File: src/rtl/gpr_mp.sv
// Multi-ported RV32 general purpose register file with same-cycle write bypass
// and a per-register pending-writeback scoreboard for long-latency results.
module gpr_mp #(
  parameter  int NUM_REGS = 32,   // 16 (RV32E) or 32 (RV32I)
  parameter  int XLEN     = 32,
  parameter  int NUM_RD   = 2,
  parameter  int NUM_WR   = 2,
  parameter  int BYPASS   = 1,
  localparam int AW       = $clog2(NUM_REGS),
  localparam int CW       = $clog2(NUM_REGS + 1)
) (
  input  logic                             clk_in,
  input  logic                             reset_n_in,
  input  logic [NUM_RD-1:0][AW-1:0]        rd_addr,
  output logic [NUM_RD-1:0][XLEN-1:0]      rd_data,
  output logic [NUM_RD-1:0]                rd_busy,
  input  logic [NUM_WR-1:0]                wr_en,
  input  logic [NUM_WR-1:0][AW-1:0]        wr_addr,
  input  logic [NUM_WR-1:0][XLEN-1:0]      wr_data,
  input  logic [NUM_WR-1:0]                wr_clr,
  input  logic                             pend_set,
  input  logic [AW-1:0]                    pend_addr,
  output logic [CW-1:0]                    pend_cnt,
  output logic                             pend_err,
  output logic [NUM_REGS-1:0][XLEN-1:0]    gpr
);

  logic [NUM_REGS-1:0][XLEN-1:0] regs_q, regs_d;
  logic [NUM_REGS-1:0]           pend_q, pend_d;
  logic [NUM_REGS-1:0]           clr_vec, set_vec;
  logic [CW-1:0]                 cnt_q, cnt_d;
  logic                          err_q, err_d;

  // Ports are scanned in ascending order so the highest-index port wins a collision.
  always_comb begin
    regs_d  = regs_q;
    clr_vec = '0;
    set_vec = '0;
    for (int w = 0; w < NUM_WR; w++) begin
      if (wr_en[w] && (wr_addr[w] != '0)) begin
        regs_d[wr_addr[w]] = wr_data[w];
        if (wr_clr[w]) clr_vec[wr_addr[w]] = 1'b1;
      end
    end
    if (pend_set && (pend_addr != '0)) set_vec[pend_addr] = 1'b1;
    // A new issue to the same register outranks its completing writeback.
    pend_d = (pend_q & ~clr_vec) | set_vec;
    err_d  = err_q | (|(set_vec & pend_q & ~clr_vec));
    cnt_d  = '0;
    for (int i = 0; i < NUM_REGS; i++) begin
      cnt_d = cnt_d + CW'(pend_d[i]);
    end
  end

  always_ff @(posedge clk_in or negedge reset_n_in) begin
    if (!reset_n_in) begin
      regs_q <= '0;
      pend_q <= '0;
      cnt_q  <= '0;
      err_q  <= 1'b0;
    end else begin
      regs_q <= regs_d;
      pend_q <= pend_d;
      cnt_q  <= cnt_d;
      err_q  <= err_d;
    end
  end

  always_comb begin
    rd_data = '0;
    rd_busy = '0;
    for (int r = 0; r < NUM_RD; r++) begin
      rd_data[r] = regs_q[rd_addr[r]];
      rd_busy[r] = pend_q[rd_addr[r]];
      if (BYPASS != 0) begin
        for (int w = 0; w < NUM_WR; w++) begin
          if (wr_en[w] && (wr_addr[w] == rd_addr[r]) && (rd_addr[r] != '0)) begin
            rd_data[r] = wr_data[w];
            if (wr_clr[w]) rd_busy[r] = 1'b0;
          end
        end
      end
    end
  end

  assign gpr      = regs_q;
  assign pend_cnt = cnt_q;
  assign pend_err = err_q;

endmodule

File: config.mk
export PLATFORM = sky130hd
export DESIGN_NAME = gpr_mp
export DESIGN_NICKNAME = d
export VERILOG_FILES = /design/src/rtl/gpr_mp.sv
export SDC_FILE = /design/constraint.sdc
export NUM_CORES = 2
export LEC_CHECK = 0
export BUFFER_PORTS_ARGS = -buffer_cell sky130_fd_sc_hd__buf_2
export CORE_AREA = 2 2 464 466
export DETAILED_ROUTE_END_ITERATION = 7
export DIE_AREA = 0 0 466 468
export MAX_ROUTING_LAYER = met4
export PLACE_DENSITY = 0.48
export SYNTH_ARGS = -nofsm -noshare
export SYNTH_HDL_FRONTEND = slang
export SYNTH_SLANG_ARGS = --single-unit
File: constraint.sdc
create_clock -name clk_in -period 5.58 [get_ports clk_in]
set_input_delay 0 -clock clk_in [delete_from_list [all_inputs] [get_ports clk_in]]
set_output_delay 0 -clock clk_in [all_outputs]
set_load 0.01 [all_outputs]
* After elaboration in Yosys (flattened, before gate mapping) *
Index checks and enable logic that the tools add are counted.

storage, ports and cells
  bits in registers = 1063
  latch bits = 0
  bits in writable memories = 0
  memory bits (read-only) = 0
  bits of input ports = 96
  memories = 0

operators by class
  add/sub/neg operators = 31
  multipliers = 0
  div/mod/pow operators = 0
  order comparisons = 8
  equal/unequal tests = 4
  shift-type cells = 0
  muxes and demuxes = 39
  bitwise operators = 7
  reduce and logical (&&, ||, !) cells = 20

operator list
  operator              number
  $bwmux W1024          2
  $mux W1024            2
  $mux W32              13
  $bmux W32 S5          2
  $demux W32 S5         2
  $add A6 B1 Y6         26
  $and A32 B32 Y32      3
  $or A32 B32 Y32       2
  $not A32 Y32          1
  $reduce_or A32 Y1     1
  $lt A5 B6 Y1 const B  5
  $reduce_bool A5 Y1    5
  $eq A5 B5 Y1          4
  $demux W1 S5          3
  $ge A5 B1 Y1 const B  3
  $logic_and A1 B1 Y1   14
  $mux W1               13
  $bmux W1 S5           2
  $add A5 B1 Y6         1
  $add A4 B1 Y5         1
  $add A3 B1 Y4         1
  $add A2 B1 Y3         1
  $add A1 B1 Y2         1
  $or A1 B1 Y1          1

* Logic depth before layout (Yosys ltp) *
  depth in word-level cells = 43
  gate-level depth with buffers = 22

* Least setup slack after synthesis *
Ideal clock, no wire load.

  kind = input -> register
  start = in wr_addr[7] (netlist name)
  end = reg cnt_q[4] (netlist: pend_cnt[4])
  library setup time = 0.080 ns
  arrival = 5.270 ns
  required time = 5.500 ns
  slack = 0.230 ns
  stages = 20
  path through = buf_2 or3b_1 clkbuf_1 nor2_1 buf_2 and2_0 o21ai_0 fa_1 fa_1 inv_1 fa_1 fa_1 fa_1 inv_1 fa_1 ha_1 fa_1 a21o_1 a21oi_1 xnor2_1

between the ends
  elaborated cells on any way between the ends = 44
  those cells by class = add/sub: 31; order compare: 2; mux: 4; bitwise: 4; reduce/logical: 3

RTL lines
  item                                                                line  RTL
  from (decl)                                                         18    input logic [NUM_WR-1:0][AW-1:0] wr_addr,
  $lt A5 B6 Y1 (not written as such) or $ge A5 B1 Y1 (tied branches)  42    if (wr_clr[w]) clr_vec[wr_addr[w]] = 1'b1;
  $logic_and A1 B1 Y1 (not written as such)                           42
  $mux W1 (not written as such)                                       42
  $demux W1 S5                                                        42
  $or A32 B32 Y32 (no line)                                           -
  $mux W32                                                            42
  $mux W32 *                                                          40    if (wr_en[w] && (wr_addr[w] != '0)) begin
  $not A32 Y32 *                                                      47    pend_d = (pend_q & ~clr_vec) | set_vec;
  $and A32 B32 Y32 *                                                  47
  $or A32 B32 Y32 *                                                   47
  via pend_d[11]                                                      29    logic [NUM_REGS-1:0] pend_q, pend_d;
  $add A6 B1 Y6 * (21 in a row)                                       51    cnt_d = cnt_d + CW'(pend_d[i]);
  via cnt_d[4]                                                        31    logic [CW-1:0] cnt_q, cnt_d;
  to (signal assigned)                                                64    cnt_q <= cnt_d;
  to (decl)                                                           31

The timed path passes the listed nets; every way through them passes the cells marked *.

* Worst setup path after layout *
  start = in wr_addr[0] (netlist name)
  end = reg cnt_q[4] (netlist: pend_cnt[4])

between the ends
  elaborated cells on any way between the ends = 46
  those cells by class = add/sub: 31; order compare: 2; mux: 6; bitwise: 4; reduce/logical: 3

RTL lines
  item                                                                line
  $lt A5 B6 Y1 (not written as such) or $ge A5 B1 Y1 (tied branches)  42
  $logic_and A1 B1 Y1 (not written as such)                           42
  $mux W1 (not written as such)                                       42
  $demux W1 S5                                                        42
  $mux W32                                                            42
  $mux W32 *                                                          40
  $or A32 B32 Y32 (no line)                                           -
  $mux W32                                                            42
  $mux W32 *                                                          40
  $not A32 Y32 *                                                      47
  $and A32 B32 Y32 *                                                  47
  $or A32 B32 Y32 *                                                   47
  via pend_d[15]                                                      29
  $add A6 B1 Y6 * (17 in a row)                                       51
  via cnt_d[4]                                                        31

Marks and branches as above.

==> impl_summary.txt <==
----------------------------------------------------
[Global route]
  Grt ovf ... 0
  Largest net degree at the start of global routing ... 137
  First-pass GRT wire length ... between 500000 and 600000 um
  Antenna violations before repair ... 19
  Number of global-route vias before repair ... around 60000
  Total global routing track utilization ... 0.3861

[Clocking]
  Clock tree from TritonCTS ... built
  Setup Buffers After CTS ... 0
  Clock buffers created by TritonCTS ... approximately 140
  Maximum root-to-sink buffer count ... 3
  Clock latency reported for the late side of the worst-skew pair ... 850 ps
  Buffer type at the clock tree root ... sky130_fd_sc_hd__clkbuf_16
  H-tree level count ... 4
  Clock transition at path regs ... roughly 60 ps
  Sinks on Clock Net ... roughly 1100

[Timing]
  Final-report hold violation count ... 0
  Upper clock frequency limit ... ~0.19 GHz
  Final cycle utilization of the critical path ... 0.9667
  Worst Skew ... approximately 44 ps
  Unrepaired setup endpoints after global routing ... false
  Slew HR ... 0.04364
  Final setup violation count ... 0
  Fin. max-slew vios ... 0
  Period minus WS final ... 5394 ps
  Final-layout worst hold slack ... just over 30 ps
  Slew at the pin closest to its max-slew limit ... between 1000 and 1500 ps

[Routing]
  First-pass DRT Iterations ... 6
  Total DRC errors in the routed layout ... 0
  Total vias in the final route ... between 60000 and 70000
  DRT antenna net count ... 0
  Violation count after the first detailed-route iteration ... approximately 9500
  Mean number of vias per cell ... 6.165
  Routed wire length ... 421900 um
  WL/cell ... slightly above 40 um

[Run status]
  Outcome ... finished, final reports clean

[Synth]
  Cell area after synthesis ... ~70000 um2
  Proportion of netlist area held by the largest area contributor ... 0.3903
  Number of warning messages in the yosys log ... 0
  Synthesized net count ... 6668
  Count of flip-flops with a built-in enable after synthesis ... 0
  Number of instances in the synthesized netlist ... 6541
  Library cells used by synthesis ... 70
  Syn Area/Cell ... between 10 and 15 um2
  Cell types occupying the most area after synthesis ... sky130_fd_sc_hd__dfrtp_1, sky130_fd_sc_hd__mux2i_1, sky130_fd_sc_hd__mux4_2, sky130_fd_sc_hd__o21ai_0, sky130_fd_sc_hd__a21oi_1
  Share of the yosys chip area belonging to registers ... 0.3903
  Flop and latch count out of synthesis ... around 1100
  Cell taking the most area after synthesis ... sky130_fd_sc_hd__dfrtp_1
  Most common flop cell mapped by yosys ... sky130_fd_sc_hd__dfrtp_1
  Share of async-settable or async-resettable flops after synthesis ... 1.000

[Pwr]
  Max VDD drop ... slightly above 0.8 mV
  Cell area power density ... between 400 and 500 nW/um2
  Total Power Consumption ... ~37 mW
  Reported leakage power ... 36.62 nW

[Critical path]
  Worst setup path category ... in2reg
  Arrival time of data at the critical path endpoint ... 6120 ps
  Startpoint Class ... primary input
  Worst-path fanout max ... 9
  Worst setup EP type ... flip-flop
  Required time at the worst-slack endpoint ... around 6300 ps

[Die]
  Ports placed on the boundary ... about 1200
  Die Ht ... between 400 and 500 um
  Area of the core ... 213300 um2
  Chip Width ... between 400 and 500 um
  Die ar. ... 218100 um2
  Total number of placement rows ... 170
  Initial core utilization ... 0.3194

[Layout]
  Most common library cell in the layout ignoring fill and taps ... sky130_fd_sc_hd__mux2i_1
  Layout filler cell count ... ~21000
  Fraction of final layout cells with drive strength greater than 1 ... 0.3055
  Fin area ... 82970 um2
  Layout Nets ... between 7000 and 8000
  Commonest cells after routing, fill and taps aside ... sky130_fd_sc_hd__mux2i_1, sky130_fd_sc_hd__buf_2, sky130_fd_sc_hd__dfrtp_1, sky130_fd_sc_hd__o21ai_0, sky130_fd_sc_hd__nand2_1
  Area growth syn-to-layout ... 21.75%

[Place]
  Final weighted congestion of routability-driven global placement ... 0.9603
  Placement Cell Area ... between 70000 and 80000 um2
  Input/output buffers ... 1192
  Post-DP HPWL ... 292000 um

[Flow run]
  Max capacitance violation total ... 0

[Hold path]
  Class of the tightest hold or removal check ... in2reg

----------------------------------------------------
==> worst max-delay path: stages <==
cell                            delay (ps)
sky130_fd_sc_hd__dlygate4sd3_1         530
sky130_fd_sc_hd__buf_2                 290
sky130_fd_sc_hd__nand2_1               230
sky130_fd_sc_hd__nor3_1                380
sky130_fd_sc_hd__buf_4                 200
sky130_fd_sc_hd__o22ai_1               110
sky130_fd_sc_hd__fa_1                  550
sky130_fd_sc_hd__fa_1                  510
sky130_fd_sc_hd__inv_1                  60
sky130_fd_sc_hd__fa_1                  560
sky130_fd_sc_hd__fa_1                  450
sky130_fd_sc_hd__fa_1                  520
sky130_fd_sc_hd__inv_1                  60
sky130_fd_sc_hd__fa_1                  470
sky130_fd_sc_hd__ha_1                  250
sky130_fd_sc_hd__fa_1                  450
sky130_fd_sc_hd__a21o_1                170
sky130_fd_sc_hd__a21oi_1               190
sky130_fd_sc_hd__xnor2_1               140
==> where the power goes <==
part           internal [mW]  switching (mW)  total, mW  leakage, nW
sequential              9.76            3.09       12.9         13.0
combinational           6.32            8.12       14.4         21.2
clock                   5.62            4.12       9.75         2.37
total                   21.7            15.3       37.0         36.6
==> metal layers <==
metal | wire length (um) | GRT usage
met1 | 163400 | 0.4824
met2 | 181200 | 0.5515
met3 | 46660 | 0.1128
met4 | 30580 | 0.2295
met5 | 0 | -
==> cell families (layout without fill, tap and decap cells) <==
group / Yosys count / in the layout / synth area share
and+or+nand+nor: 1364 / 1364 / 0.08188
muxes: 1729 / 1729 / 0.3433
adders and majority gates: 31 / 31 / 0.008335
other: 0 / 17 / 0
AOI/OAI and AO/OA: 1455 / 1455 / 0.1190
DFF: 1063 / 1063 / 0.3903
xor gates and xnor gates: 19 / 19 / 0.002442
buffers and inverters: 880 / 1872 / 0.05468
==> flip-flops by register name (all words and copies together), names as in the netlist <==
| name | flops |
|---|---|
| gpr | 1024 |
| pend_q | 32 |
| pend_cnt | 6 |
| pend_err | 1 |
==> cell usage after synthesis, drive strengths merged, types with 7 or more instances <==
| cell type | instances |
|---|---|
| mux2i | 1201 |
| dfrtp | 1063 |
| nand2 | 617 |
| o21ai | 610 |
| nor2 | 592 |
| clkbuf | 563 |
| a21oi | 556 |
| mux4 | 482 |
| buf | 270 |
| a22oi | 63 |
| a221oi | 58 |
| o22ai | 55 |
| inv | 46 |
| mux2 | 46 |
| nand3 | 34 |
| o211ai | 30 |
| fa | 24 |
| nor3 | 22 |
| a221o | 20 |
| o221ai | 18 |
| and2 | 11 |
| nand3b | 11 |
| nor2b | 11 |
| xor2 | 10 |
| nand4 | 9 |
| nor4 | 9 |
| xnor2 | 9 |
| a21o | 8 |
| a211oi | 7 |
| and3b | 7 |
| ha | 7 |
| nand2b | 7 |
==> stage by stage <==
| stage | setup WS, ps | util | cells | setup TNS, ps |
|---|---|---|---|---|
| 2_1_floorplan | 229.9 | - | 6541 | 0 |
| 3_3_place_gp | -105.7 | 0.3602 | 9998 | -105.7 |
| 3_5_place_dp | -81.89 | 0.3602 | 9999 | -81.89 |
| 4_1_cts | 122.3 | 0.3886 | 10370 | 0 |
| 5_1_grt | 4.277 | 0.3888 | 10380 | 0 |
| 6_report | 185.9 | 0.3889 | 10390 | 0 |
==> what timing repair did <==
item | 4_1_cts | 5_1_grt
hold endpoints to repair | 1220 | 0
setup endpoints to repair | 0 | 1
resized for setup | 0 | 11
hold buffers | 122 | 0
==> final timing paths <==
check                                 from           to  slack (ps)  depth (start not counted)
max in group asynchronous       reset_n_in      gpr[19]        4640                          3
worst max register to register   pend_q[9]  pend_cnt[4]         240                         16
worst min register to register     gpr[20]      gpr[20]         420                          0
worst min-delay path              wr_en[1]   pend_q[23]          30                          5
min in group asynchronous       reset_n_in    gpr[1020]          60                          3
worst max-delay path            wr_addr[0]  pend_cnt[4]         190                         19
==> layout make-up <==
type / instances / area [um2] / area share
Antenna cell: 17 / 42.54 / 0.0005127
Sequential cell: 1063 / 26600 / 0.3206
Multi-Input combinational cell: 4598 / 38370 / 0.4625
Clock buffer: 193 / 4036 / 0.04865
Inverter: 47 / 178.9 / 0.002156
Clock inverter: 57 / 779.5 / 0.009395
Tap cell: 2838 / 3551 / 0.04280
Timing Repair Buffer: 1575 / 9408 / 0.1134
Note: power is estimated with default switching activity, not from simulation.
